File: src/rtl/vga_fb_arbiter.sv
// rtl/vga_fb_arbiter.sv - Frame-buffer RAM arbiter: display reads take priority, host writes fill the idle clocks.
// Optional FB_ADDR_CHECK_EN: drop out-of-range host writes and pulse wr_err.
module vga_fb_arbiter #(
    parameter int H_ACTIVE    = 640,
    parameter int V_ACTIVE    = 480,
    parameter int SCALE_SHIFT = 2,
    parameter int ADDR_W      = 15,
    parameter int DATA_W      = 12
) (
    input  logic              clk,
    input  logic              rst,
    input  logic              pix_tick,
    input  logic              disp_active,
    input  logic [9:0]        disp_x,
    input  logic [9:0]        disp_y,
    input  logic              wr_valid,
    input  logic [ADDR_W-1:0] wr_addr,
    input  logic [DATA_W-1:0] wr_data,
    output logic              wr_ready,
    output logic              wr_err,
    output logic              mem_en,
    output logic              mem_we,
    output logic [ADDR_W-1:0] mem_addr,
    output logic [DATA_W-1:0] mem_wdata,
    input  logic [DATA_W-1:0] mem_rdata,
    output logic [3:0]        red,
    output logic [3:0]        green,
    output logic [3:0]        blue
);

    localparam int FB_W    = H_ACTIVE >> SCALE_SHIFT;
    localparam int FB_H    = V_ACTIVE >> SCALE_SHIFT;
    localparam int FB_SIZE = FB_W * FB_H;

    if (FB_SIZE > (1 << ADDR_W)) begin : g_addr_w_check
        $error("ADDR_W too small for frame buffer");
    end

    typedef enum logic [1:0] {
        IDLE     = 2'd0,
        DISP_RD  = 2'd1,
        DISP_CAP = 2'd2
    } state_t;

    state_t            state;
    state_t            state_next;
    logic              load_rd;
    logic [ADDR_W-1:0] rd_addr;
    logic [9:0]        fb_x;
    logic [9:0]        fb_y;
    logic [ADDR_W-1:0] lin_addr;
    logic              disp_tick;
    logic              blank_tick;
    logic              wr_fire;
    logic              wr_in_range;

    assign disp_tick  = pix_tick && disp_active;
    assign blank_tick = pix_tick && !disp_active;

    assign fb_x     = disp_x >> SCALE_SHIFT;
    assign fb_y     = disp_y >> SCALE_SHIFT;
    assign lin_addr = ADDR_W'(fb_y) * ADDR_W'(FB_W) + ADDR_W'(fb_x);

    // Host may only use the RAM when no read is in flight and no new read starts this clk.
    assign wr_ready = !rst && (state == IDLE || state == DISP_CAP) && !disp_tick;
    assign wr_fire  = wr_valid && wr_ready;

`ifdef FB_ADDR_CHECK_EN
    localparam logic [ADDR_W-1:0] FB_LAST = ADDR_W'(FB_SIZE - 1);

    assign wr_in_range = (wr_addr <= FB_LAST);

    always_ff @(posedge clk) begin
        if (rst) begin
            wr_err <= 1'b0;
        end else begin
            wr_err <= wr_fire && !wr_in_range;
        end
    end
`else
    assign wr_in_range = 1'b1;
    assign wr_err      = 1'b0;
`endif

    always_ff @(posedge clk) begin
        if (rst) begin
            state   <= IDLE;
            rd_addr <= '0;
        end else begin
            state <= state_next;
            if (load_rd) begin
                rd_addr <= lin_addr;
            end
        end
    end

    // Blanking beats a capture landing on the same edge.
    always_ff @(posedge clk) begin
        if (rst) begin
            {red, green, blue} <= 12'h000;
        end else if (state == DISP_CAP) begin
            {red, green, blue} <= blank_tick ? 12'h000 : mem_rdata;
        end else if (state == IDLE && blank_tick) begin
            {red, green, blue} <= 12'h000;
        end
    end

    always_comb begin
        state_next = state;
        load_rd    = 1'b0;
        case (state)
            IDLE: begin
                if (disp_tick) begin
                    state_next = DISP_RD;
                    load_rd    = 1'b1;
                end
            end
            DISP_RD: begin
                state_next = DISP_CAP;
            end
            DISP_CAP: begin
                state_next = disp_tick ? DISP_RD : IDLE;
                load_rd    = disp_tick;
            end
            default: begin
                state_next = IDLE;
            end
        endcase
    end

    always_comb begin
        mem_en    = 1'b0;
        mem_we    = 1'b0;
        mem_addr  = wr_addr;
        mem_wdata = wr_data;
        if (!rst) begin
            if (state == DISP_RD) begin
                mem_en   = 1'b1;
                mem_addr = rd_addr;
            end else if (wr_fire && wr_in_range) begin
                mem_en = 1'b1;
                mem_we = 1'b1;
            end
        end
    end

endmodule

File: config.mk
export PLATFORM = sky130hd
export DESIGN_NAME = vga_fb_arbiter
export DESIGN_NICKNAME = d
export VERILOG_FILES = /design/src/rtl/vga_fb_arbiter.sv
export SDC_FILE = /design/constraint.sdc
export NUM_CORES = 1
export LEC_CHECK = 0
export BUFFER_PORTS_ARGS = -buffer_cell sky130_fd_sc_hd__buf_4
export CORE_UTILIZATION = 40
export CTS_CLUSTER_SIZE = 30
export DETAILED_ROUTE_END_ITERATION = 6
export PLACE_DENSITY = 0.74
export SETUP_SLACK_MARGIN = 0.02
export SYNTH_ARGS = -nofsm -noshare
export SYNTH_HDL_FRONTEND = slang
export SYNTH_SLANG_ARGS = --single-unit
export TNS_END_PERCENT = 10
File: constraint.sdc
create_clock -name clk -period 4.1 [get_ports clk]
set_input_delay 0.615 -clock clk [delete_from_list [all_inputs] [get_ports clk]]
set_output_delay 0.615 -clock clk [all_outputs]
set_load 0.1 [all_outputs]
==> summary.md, run 1 <==
| Metric | Value |
|---|---|
| Most common cell after layout, fill and taps aside | `buf_4` |
| Largest net degree at the start of global routing | `31` |
| Syn Inst Count | `208` |
| Cells along the critical path | `buf_4 > ha_1 > ha_1 > fa_1 > a211oi_1 > o21ai_0 > or4_1 > a311oi_1` |
| Clock transition at the registers of the reported paths | `0.06 ns` |
| Startpoint Class | `primary input` |
| Worst vdd rail ir drop | `0.151 mV` |
| Gpl congestion | `0.762` |
| Die height | `70.6 µm` |
| Multi-input logic area | `1150 µm²` |
| Area Overhead vs Synth | `34.9%` |
| Pwr dens | `358 nW/µm²` |
| Top FF cell, synth | `dfxtp_1` |
| Clock tree sinks | `29` |
| Flops & latches, synth | `29` |
| Fin crit period | `3.10 ns` |
| Diode count | `0` |
| Layout cells sized above 1 | `41.2%` |
| Sw Share | `33.0%` |
| Largest fanout on the critical path | `5` |
| Post-DP HPWL | `3050 µm` |
| Status | `complete, but fails checks` |
| Worst Setup Path Type | `primary input to flop` |
| Cell Area, Placed | `2420 µm²` |
| Seq/Total Area, Yosys | `30.9%` |
| Mapped Area | `1880 µm²` |
| Async SR Flop Fraction | `0%` |
| Clk_lat worst skew | `0.27 ns` |
| Worst path most repeated cell | `ha_1` |
| Most frequent cells in the layout | `buf_4, dfxtp_1, nor2_1, nand2_1` |
| Hold WC Path Type | `flop to flop` |
| Antenna viol nets, final | `0` |
| Synth cell types | `43` |
| DRT iter0 DRCs | `89` |
| TritonCTS Buffers | `5` |
| Overflow after GRT | `0` |
| Mean routed wirelength per cell | `12.2 µm` |
| Core Footprint | `4440 µm²` |
| Final net count | `354` |
| Worst Clk Skew | `0.00442 ns` |
| Fmax | `0.323 GHz` |
| Unrepaired setup endpoints after global routing | `false` |
| # setup viols final | `0` |
| Maxcap violations | `0` |
| Gr usage total | `15.8%` |
| Average size of a mapped cell | `9.04 µm²` |
| Register area | `581 µm²` |
| Drt drc | `15` |
| Post-synth net total | `289` |
| Cts repair resizes | `0` |
| Int Pwr | `0.000608 W` |
| Fillcell total | `404` |
| Setup tns final | `0 ns` |
| Net load switching power | `0.000299 W` |
| Clk pwr share | `32.5%` |
| Initial Util | `42.3%` |
| Via density | `5.05` |
| Worst-Margin Slew | `0.857 ns` |
| Die ar. | `4980 µm²` |
| Max-slew violation count | `0` |
| Root buffer cell | `clkbuf_8` |
| H-tree depth | `2` |
| Final Cell Area | `2540 µm²` |
| CP bufs+invs | `1` |
| Final Hold Viols | `0` |
| Worst EP arrival | `3.27 ns` |
| CP required | `4.27 ns` |
| Site row count | `24` |
| Ys Warns | `0` |
| Hold depth | `2` |
| Final WL | `3990 µm` |
| Combinational share of power | `34.3%` |
| Vias in the first global route | `1510` |
| Pre-antenna DRT Iters | `7` |
| Flop pwr share | `33.2%` |
| Hold_buf cts | `0` |
| Reg2Reg Depth | `3` |
| CTS max path bufs | `2` |
| Initial antenna violation count | `0` |
| Failing checks | `design-rule violations` |
| Critical-path top delay cell | `or4_1` |
| CP endpoint kind | `flop` |
| CTS tree | `done` |
| First-pass GRT wire length | `6420 µm` |
| LEAKAGE | `1.13 nW` |
| Chip width | `70.6 µm` |
| Max stage delay on crit path | `0.54 ns` |
| Max-slew headroom | `42.8%` |
| Crit path max-delay family | `compound AO/OA/AOI/OAI gates` |
| Fin crit share | `75.6%` |
| Crit path depth | `8` |
| IO buf count | `77` |
| EDFF count, synth | `0` |
| Ports | `107` |
| Total number of vias | `1645` |
| Post-CTS Setup Bufs | `0` |
## through the flow
step,power [W],instances,setup WS [ns],hold slack (ns),utilization (%)
5_1_grt,0.000957,326,0.835,0.472,57.1
6_report,0.000907,326,1.00,0.452,57.1
3_3_place_gp,0.000617,318,0.788,0.440,54.4
2_1_floorplan,0.000596,208,0.0503,0.428,-
3_5_place_dp,0.000619,318,0.783,0.448,54.4
4_1_cts,0.000920,326,1.03,0.457,57.1
## flip-flops by register name (all words and copies together) (netlist names)
signal,cells
blue,4
rd_addr,15
green,4
red,4
state,2
## metal layers
layer / track usage (%) / vias up / wire (µm)
met5: 0 / - / 0
met4: 4.44 / 0 / 29
met3: 4.27 / 5 / 263
met2: 26.8 / 50 / 1940
met1: 20.0 / 729 / 1760
li1: - / 861 / -
## worst paths after layout
check	start	endpoint	slack, ns
setup / recovery	disp_y[3]	rd_addr[14]	1.00
hold / removal	rd_addr[0]	rd_addr[0]	0.45
setup reg to reg	state[1]	red[3]	2.74
hold reg to reg	rd_addr[0]	rd_addr[0]	0.45
## worst reg2reg max path: cells and delay by family (launching register included)
family          cells  cell delay, ns
flops               1            0.32
simple gates        1            0.12
compound gates      2            0.85
## synthesized netlist by cell type, drive strengths merged (2+ instances only)
cell / count / share of area [%]
dfxtp: 29 / 31
nand2: 20 / 4.0
nor2: 20 / 4.0
ha: 15 / 10
mux2: 15 / 9.0
buf: 14 / 5.4
a22oi: 12 / 4.8
a21oi: 10 / 2.7
a211oi: 8 / 3.2
clkbuf: 8 / 1.6
inv: 5 / 1.0
o21ai: 5 / 1.3
xnor2: 5 / 2.3
nor3b: 4 / 1.9
nor2b: 3 / 1.0
nor3: 3 / 1.1
or2: 3 / 1.0
xor2: 3 / 1.4
a21o: 2 / 0.87
fa: 2 / 2.1
o2111ai: 2 / 0.93
o21bai: 2 / 0.80
or4: 2 / 0.80
## final cells by class
cell class,count,share of cell area [%]
Multi-Input combinational cell,152,45.5
Clock inverter,1,1.18
Tap cell,52,2.57
Clock buffer,7,3.40
Sequential cell,29,22.9
Inverter,5,0.740
Timing Repair Buffer,80,23.7
## cell families (layout without fill, tap and decap cells)
| kind of cell | after synthesis | after routing | share of synthesized area, % |
|---|---|---|---|
| and+or+nand+nor | 61 | 61 | 16.1 |
| AOI/OAI and AO/OA | 50 | 50 | 20.0 |
| DFF | 29 | 29 | 30.9 |
| buffers and inverters | 27 | 93 | 7.98 |
| adders and majority gates | 17 | 17 | 12.1 |
| muxes | 15 | 15 | 8.98 |
| xor gates and xnor gates | 8 | 8 | 3.73 |
| other | 1 | 1 | 0.199 |
## power by group through the flow
stage                     registers, W  logic [W]  clock network [W]
after detailed placement      0.000307   0.000312                  0
after global routing          0.000302   0.000335           0.000319
final                         0.000301   0.000311           0.000295
after global placement        0.000307   0.000310                  0
after floorplan               0.000316   0.000280                  0
after CTS                     0.000301   0.000313           0.000305
Note: power is estimated with default switching activity, not from simulation.
==> run 2: changes to the inputs <==
clock period = 2.95 ns   (was 4.1 ns; I/O delays follow)
==> run 2 against run 1 <==
Effect of this change: the run still ends with design-rule violations left; combinational power up 45%; sequential cell count unchanged; clock power is 4% higher; die area unchanged; sequential share of layout area is 0.29 points lower; via count up 1.6%; critical path depth up 1; clock skew is essentially flat; non-clock buffer count increased by 7; critical path type unchanged; largest power group unchanged.
==> summary.md, run 2 (synthesis results as in run 1) <==
| Metric | Value |
|---|---|
| Status | `complete, but fails checks` |
| Failing checks | `design-rule violations` |
| Combinational share of power | `38.3%` |
| LEAKAGE | `1.15 nW` |
| IO buf count | `77` |
| Diode count | `0` |
| Hold_buf cts | `0` |
| Largest net degree at the start of global routing | `31` |
| Cell Area, Placed | `2480 µm²` |
| Drt drc | `16` |
| Gr usage total | `16.5%` |
| Fin crit share | `92.5%` |
| H-tree depth | `2` |
| Startpoint Class | `primary input` |
| CP required | `3.13 ns` |
| Fmax | `0.366 GHz` |
| CP endpoint kind | `flop` |
| Worst EP arrival | `2.91 ns` |
| Max stage delay on crit path | `0.43 ns` |
| Most used routing layer | `met2` |
| Int Pwr | `0.000745 W` |
| First-pass GRT wire length | `6710 µm` |
| Clk_lat worst skew | `0.27 ns` |
| Initial Util | `42.3%` |
| Met3 usage | `3.56%` |
| DRT iter0 DRCs | `73` |
| Final net count | `361` |
| Final Cell Area | `2570 µm²` |
| Largest fanout on the critical path | `4` |
| Ports | `107` |
| Chip width | `70.6 µm` |
| Net load switching power | `0.000433 W` |
| Worst vdd rail ir drop | `0.181 mV` |
| Total number of vias | `1672` |
| Site row count | `24` |
| Pre-antenna DRT Iters | `6` |
| Final WL | `4160 µm` |
| Mean routed wirelength per cell | `12.5 µm` |
| Maxcap violations | `0` |
| Layout cells sized above 1 | `43.4%` |
| Clk pwr share | `26.2%` |
| Cells along the critical path | `buf_4 > ha_1 > ha_1 > fa_1 > a211oi_1 > or4_1 > o2111ai_1 > or4_1 > a311oi_1` |
| Final WS setup | `0.220 ns` |
| Worst Clk Skew | `0.00394 ns` |
| Worst Setup Path Type | `primary input to flop` |
| Overflow after GRT | `0` |
| Final Hold Viols | `0` |
| Via density | `5.02` |
| Grt met2 use | `28.2%` |
| Pwr dens | `459 nW/µm²` |
| Worst-Margin Slew | `0.822 ns` |
| CTS tree | `done` |
| Gpl congestion | `0.786` |
| Sw Share | `36.7%` |
| Most frequent cells in the layout | `buf_4, dfxtp_1, nor2_1, nand2_1` |
| TritonCTS Buffers | `5` |
| Fin crit period | `2.73 ns` |
| Max-slew headroom | `45.1%` |
| Setup WS pre-CTS | `-0.0842 ns` |
| Unrepaired setup endpoints after global routing | `false` |
| Most common cell after layout, fill and taps aside | `buf_4` |
| Met1 Resource Use GR | `21.4%` |
| Max-slew violation count | `0` |
| Die ar. | `4980 µm²` |
| Area Overhead vs Synth | `36.6%` |
| Antenna viol nets, final | `0` |
| Post-DP HPWL | `3270 µm` |
| Initial antenna violation count | `0` |
| Root buffer cell | `clkbuf_8` |
| Fillcell total | `416` |
| Clock tree sinks | `29` |
| Core Footprint | `4440 µm²` |
| Die height | `70.6 µm` |
| Reg with most FFs | `rd_addr` |
| # setup viols final | `0` |
| Post-layout util | `57.8%` |
| Post-CTS Setup Bufs | `0` |
| Max FFs per register | `15` |
| Critical-path top delay cell | `fa_1` |
| Hold WC Path Type | `primary input to flop` |
| Clock transition at the registers of the reported paths | `0.06 ns` |
| Flop pwr share | `35.6%` |
| Vias in the first global route | `1501` |
| CTS max path bufs | `2` |
| Cts repair resizes | `0` |
## run 2: changes by cell type in the layout (fill, tap and decap cells not counted)
cell,change
buf_4,+7
clkinv_2,+2
a211oi_2,-1
a211oi_4,+1
and2_1,-1
and2_4,+1
bufinv_16,-1
clkbuf_1,-1
clkbuf_8,-1
clkinvlp_4,+1
## run 2: layout make-up
type                    instances  area (µm²)  share of cell area, %
clock buffers                   5        68.8                   2.68
clock inverters                 3        17.5                  0.682
inverters                       5        18.8                  0.731
multi-input cells             152        1160                   45.3
flip-flops and latches         29         581                   22.6
well taps                      52        65.1                   2.53
repair buffers                 87         653                   25.4
## run 2: layer usage
| metal | share of wire [%] | up-vias |
|---|---|---|
| met5 | 0 | - |
| li1 | - | 878 |
| met1 | 45 | 736 |
| met4 | 0.84 | 0 |
| met2 | 47 | 54 |
| met3 | 7.2 | 4 |
## run 2: metrics by stage
stage	hold slack (ns)	total power [W]	setup TNS, ns	cells
after CTS	0.410	0.00119	0	333
after global placement	0.444	0.000874	0	325
final	0.415	0.00118	0	333
after floorplan	0.428	0.000829	0	208
after detailed placement	0.446	0.000880	-0.112	325
after global routing	0.407	0.00124	0	333
## run 2: power groups by stage
stage | clock network (W) | registers [W] | logic [W]
floorplan | 0 | 0.000439 | 0.000390
global placement | 0 | 0.000427 | 0.000447
detailed placement | 0 | 0.000427 | 0.000453
CTS | 0.000316 | 0.000419 | 0.000454
global route | 0.000340 | 0.000420 | 0.000484
finish | 0.000308 | 0.000419 | 0.000451
## run 2: critical path: cells and delay by family
kind	cells	cell delay, ns
AO/OA/AOI/OAI	3	0.81
adder cells (fa/ha/maj)	3	0.93
buffers and inverters	1	0.11
AND/OR/NAND/NOR	2	0.59
## run 2: worst paths after layout
check | start | end | slack, ns | depth (start not counted)
worst max-delay path | disp_y[3] | rd_addr[14] | 0.22 | 9
worst min-delay path | mem_rdata[4] | green[0] | 0.42 | 3
worst max register to register | state[0] | rd_addr[14] | 1.40 | 4
worst min register to register | rd_addr[4] | rd_addr[4] | 0.46 | 2
==> run 3: changes to the inputs <==
CORE_ASPECT_RATIO = 0.5   (was unset)
RECOVER_POWER = 100   (was unset)
==> run 3 against run 2 <==
Effect of this change: the run now ends clean; non-clock buffer count stayed put; routed wire length is 7.3% higher; via count is 4.5% higher; sequential cell count stayed put; first-iteration DRC count is 51% lower; clock skew is 0.0023 ns lower; clock power is 15% higher; largest cell class unchanged; highest routed layer unchanged.
==> summary.md, run 3 (synthesis results as in run 1) <==
| Metric | Value |
|---|---|
| Cell Area, Placed | `2490 µm²` |
| Ports | `107` |
| Cts repair resizes | `0` |
| Reg2Reg Depth | `3` |
| CP required | `3.13 ns` |
| Max stage delay on crit path | `0.44 ns` |
| Crit path depth | `10` |
| Hold Crit Start | `disp_x[6]` |
| Post-CTS Setup Bufs | `0` |
| Unrepaired setup endpoints after global routing | `false` |
| Hold WC Path Type | `primary input to flop` |
| Worst EP arrival | `2.92 ns` |
| Die height | `50.5 µm` |
| DRT iter0 DRCs | `36` |
| Reg2reg end | `red[3]` |
| R2R setup slack | `1.59 ns` |
| Initial Util | `42.3%` |
| CTS max path bufs | `2` |
| Overflow after GRT | `0` |
| Final Cell Area | `2480 µm²` |
| Die ar. | `5000 µm²` |
| Post-DP HPWL | `3580 µm` |
| TritonCTS Buffers | `5` |
| Final Hold Viols | `0` |
| Gr usage total | `17.7%` |
| Fin crit period | `2.74 ns` |
| Site row count | `17` |
| Cells along the critical path | `clkbuf_1 > ha_1 > ha_1 > fa_1 > a211oi_1 > clkbuf_1 > or4_1 > o2111ai_1 > or4_1 > a311oi_1` |
| Worst Setup Path Type | `primary input to flop` |
| Fin crit share | `92.7%` |
| LEAKAGE | `1.07 nW` |
| Worst Hold End | `rd_addr[4]` |
| Drt drc | `0` |
| Status | `complete, no violations` |
| Max-slew violation count | `0` |
| Total number of vias | `1747` |
| Clock tree sinks | `29` |
| Worst Clk Skew | `0.00160 ns` |
| RR Startpoint | `state[1]` |
| Largest net degree at the start of global routing | `31` |
| Hold depth | `3` |
| Clk_lat worst skew | `0.27 ns` |
| CP endpoint kind | `flop` |
| CP bufs+invs | `2` |
| First-pass GRT wire length | `6890 µm` |
| IO buf count | `77` |
| Largest fanout on the critical path | `5` |
| Layout cells sized above 1 | `36.3%` |
| Max-slew headroom | `20.9%` |
| H-tree depth | `2` |
| CTS tree | `done` |
| Hold_buf cts | `0` |
| Pwr dens | `490 nW/µm²` |
| Startpoint Class | `primary input` |
| Area Overhead vs Synth | `31.9%` |
| Vias in the first global route | `1583` |
| Worst-Margin Slew | `1.19 ns` |
| Antenna viol nets, final | `0` |
| Pre-antenna DRT Iters | `4` |
| Chip width | `99.0 µm` |
| Max FFs per register | `15` |
| Most common cell after layout, fill and taps aside | `buf_4` |
| Most frequent cells in the layout | `buf_4, dfxtp_1, nor2_1, nand2_1, clkbuf_1` |
| Setup tns final | `0 ns` |
| Crit path max-delay family | `adder cells` |
| Gpl congestion | `0.814` |
| Clock transition at the registers of the reported paths | `0.06 ns` |
| Core Footprint | `4450 µm²` |
| Final net count | `361` |
| Fmax | `0.366 GHz` |
| Critical-path top delay cell | `fa_1` |
| Mean routed wirelength per cell | `13.2 µm` |
| Diode count | `0` |
| Initial antenna violation count | `0` |
| Final WL | `4470 µm` |
| Maxcap violations | `0` |
| # setup viols final | `0` |
| Worst vdd rail ir drop | `0.162 mV` |
| Reg with most FFs | `rd_addr` |
| Root buffer cell | `clkbuf_8` |
| Via density | `5.17` |
## run 3: cell count changes in the layout (fill, tap and decap cells not counted), sizes merged
cell and delta:
buf -20, clkbuf +22, clkinv -1, clkinvlp -1
## run 3: worst reg2reg max path, cell delays in order, from the launching register on
cell and delay, ns:
dfxtp_1 0.32, o21bai_1 0.66, a22oi_1 0.17, nor2_1 0.13
## run 3: power breakdown
part	internal, W	switching [W]	total (W)
combinational	0.000162	0.000283	0.000445
sequential	0.000409	0.00000886	0.000418
clock	0.000210	0.000143	0.000354
total	0.000781	0.000435	0.00122
## run 3: worst max path at each step
stage / startpoint / endpoint / slack (ns)
2_1_floorplan: disp_y[3] / rd_addr[14] / 0.14
3_3_place_gp: disp_y[3] / rd_addr[14] / 0.07
3_5_place_dp: disp_y[3] / rd_addr[14] / 0.004
4_1_cts: disp_y[3] / rd_addr[14] / 0.28
5_1_grt: disp_y[3] / rd_addr[14] / 0.1
6_report: disp_y[3] / rd_addr[14] / 0.21
## run 3: through the flow
step	total power, W	hold WS, ns	util, %	instances	setup slack [ns]
floorplan	0.000829	0.428	-	208	0.138
global placement	0.000875	0.440	56.0	330	0.0675
detailed placement	0.000887	0.445	56.0	330	0.00378
CTS	0.00124	0.409	58.3	338	0.281
global route	0.00128	0.418	55.8	338	0.0977
finish	0.00122	0.415	55.8	338	0.214
## run 3: routing by layer
| metal | vias up | global-route usage, % | part of all wire, % |
|---|---|---|---|
| met3 | 10 | 4.74 | 5.4 |
| met1 | 804 | 20.3 | 43 |
| li1 | 880 | - | - |
| met2 | 53 | 31.5 | 51 |
| met5 | - | 0 | 0 |
| met4 | 0 | 7.71 | 1.3 |
## run 3: cell type report
type / count / area, µm²
fillers: 437 / 1970
multi-input cells: 152 / 1160
flip-flops and latches: 29 / 581
repair buffers: 87 / 548
clock buffers: 7 / 96.3
well taps: 57 / 71.3
inverters: 5 / 18.8
clock inverters: 1 / 5.00
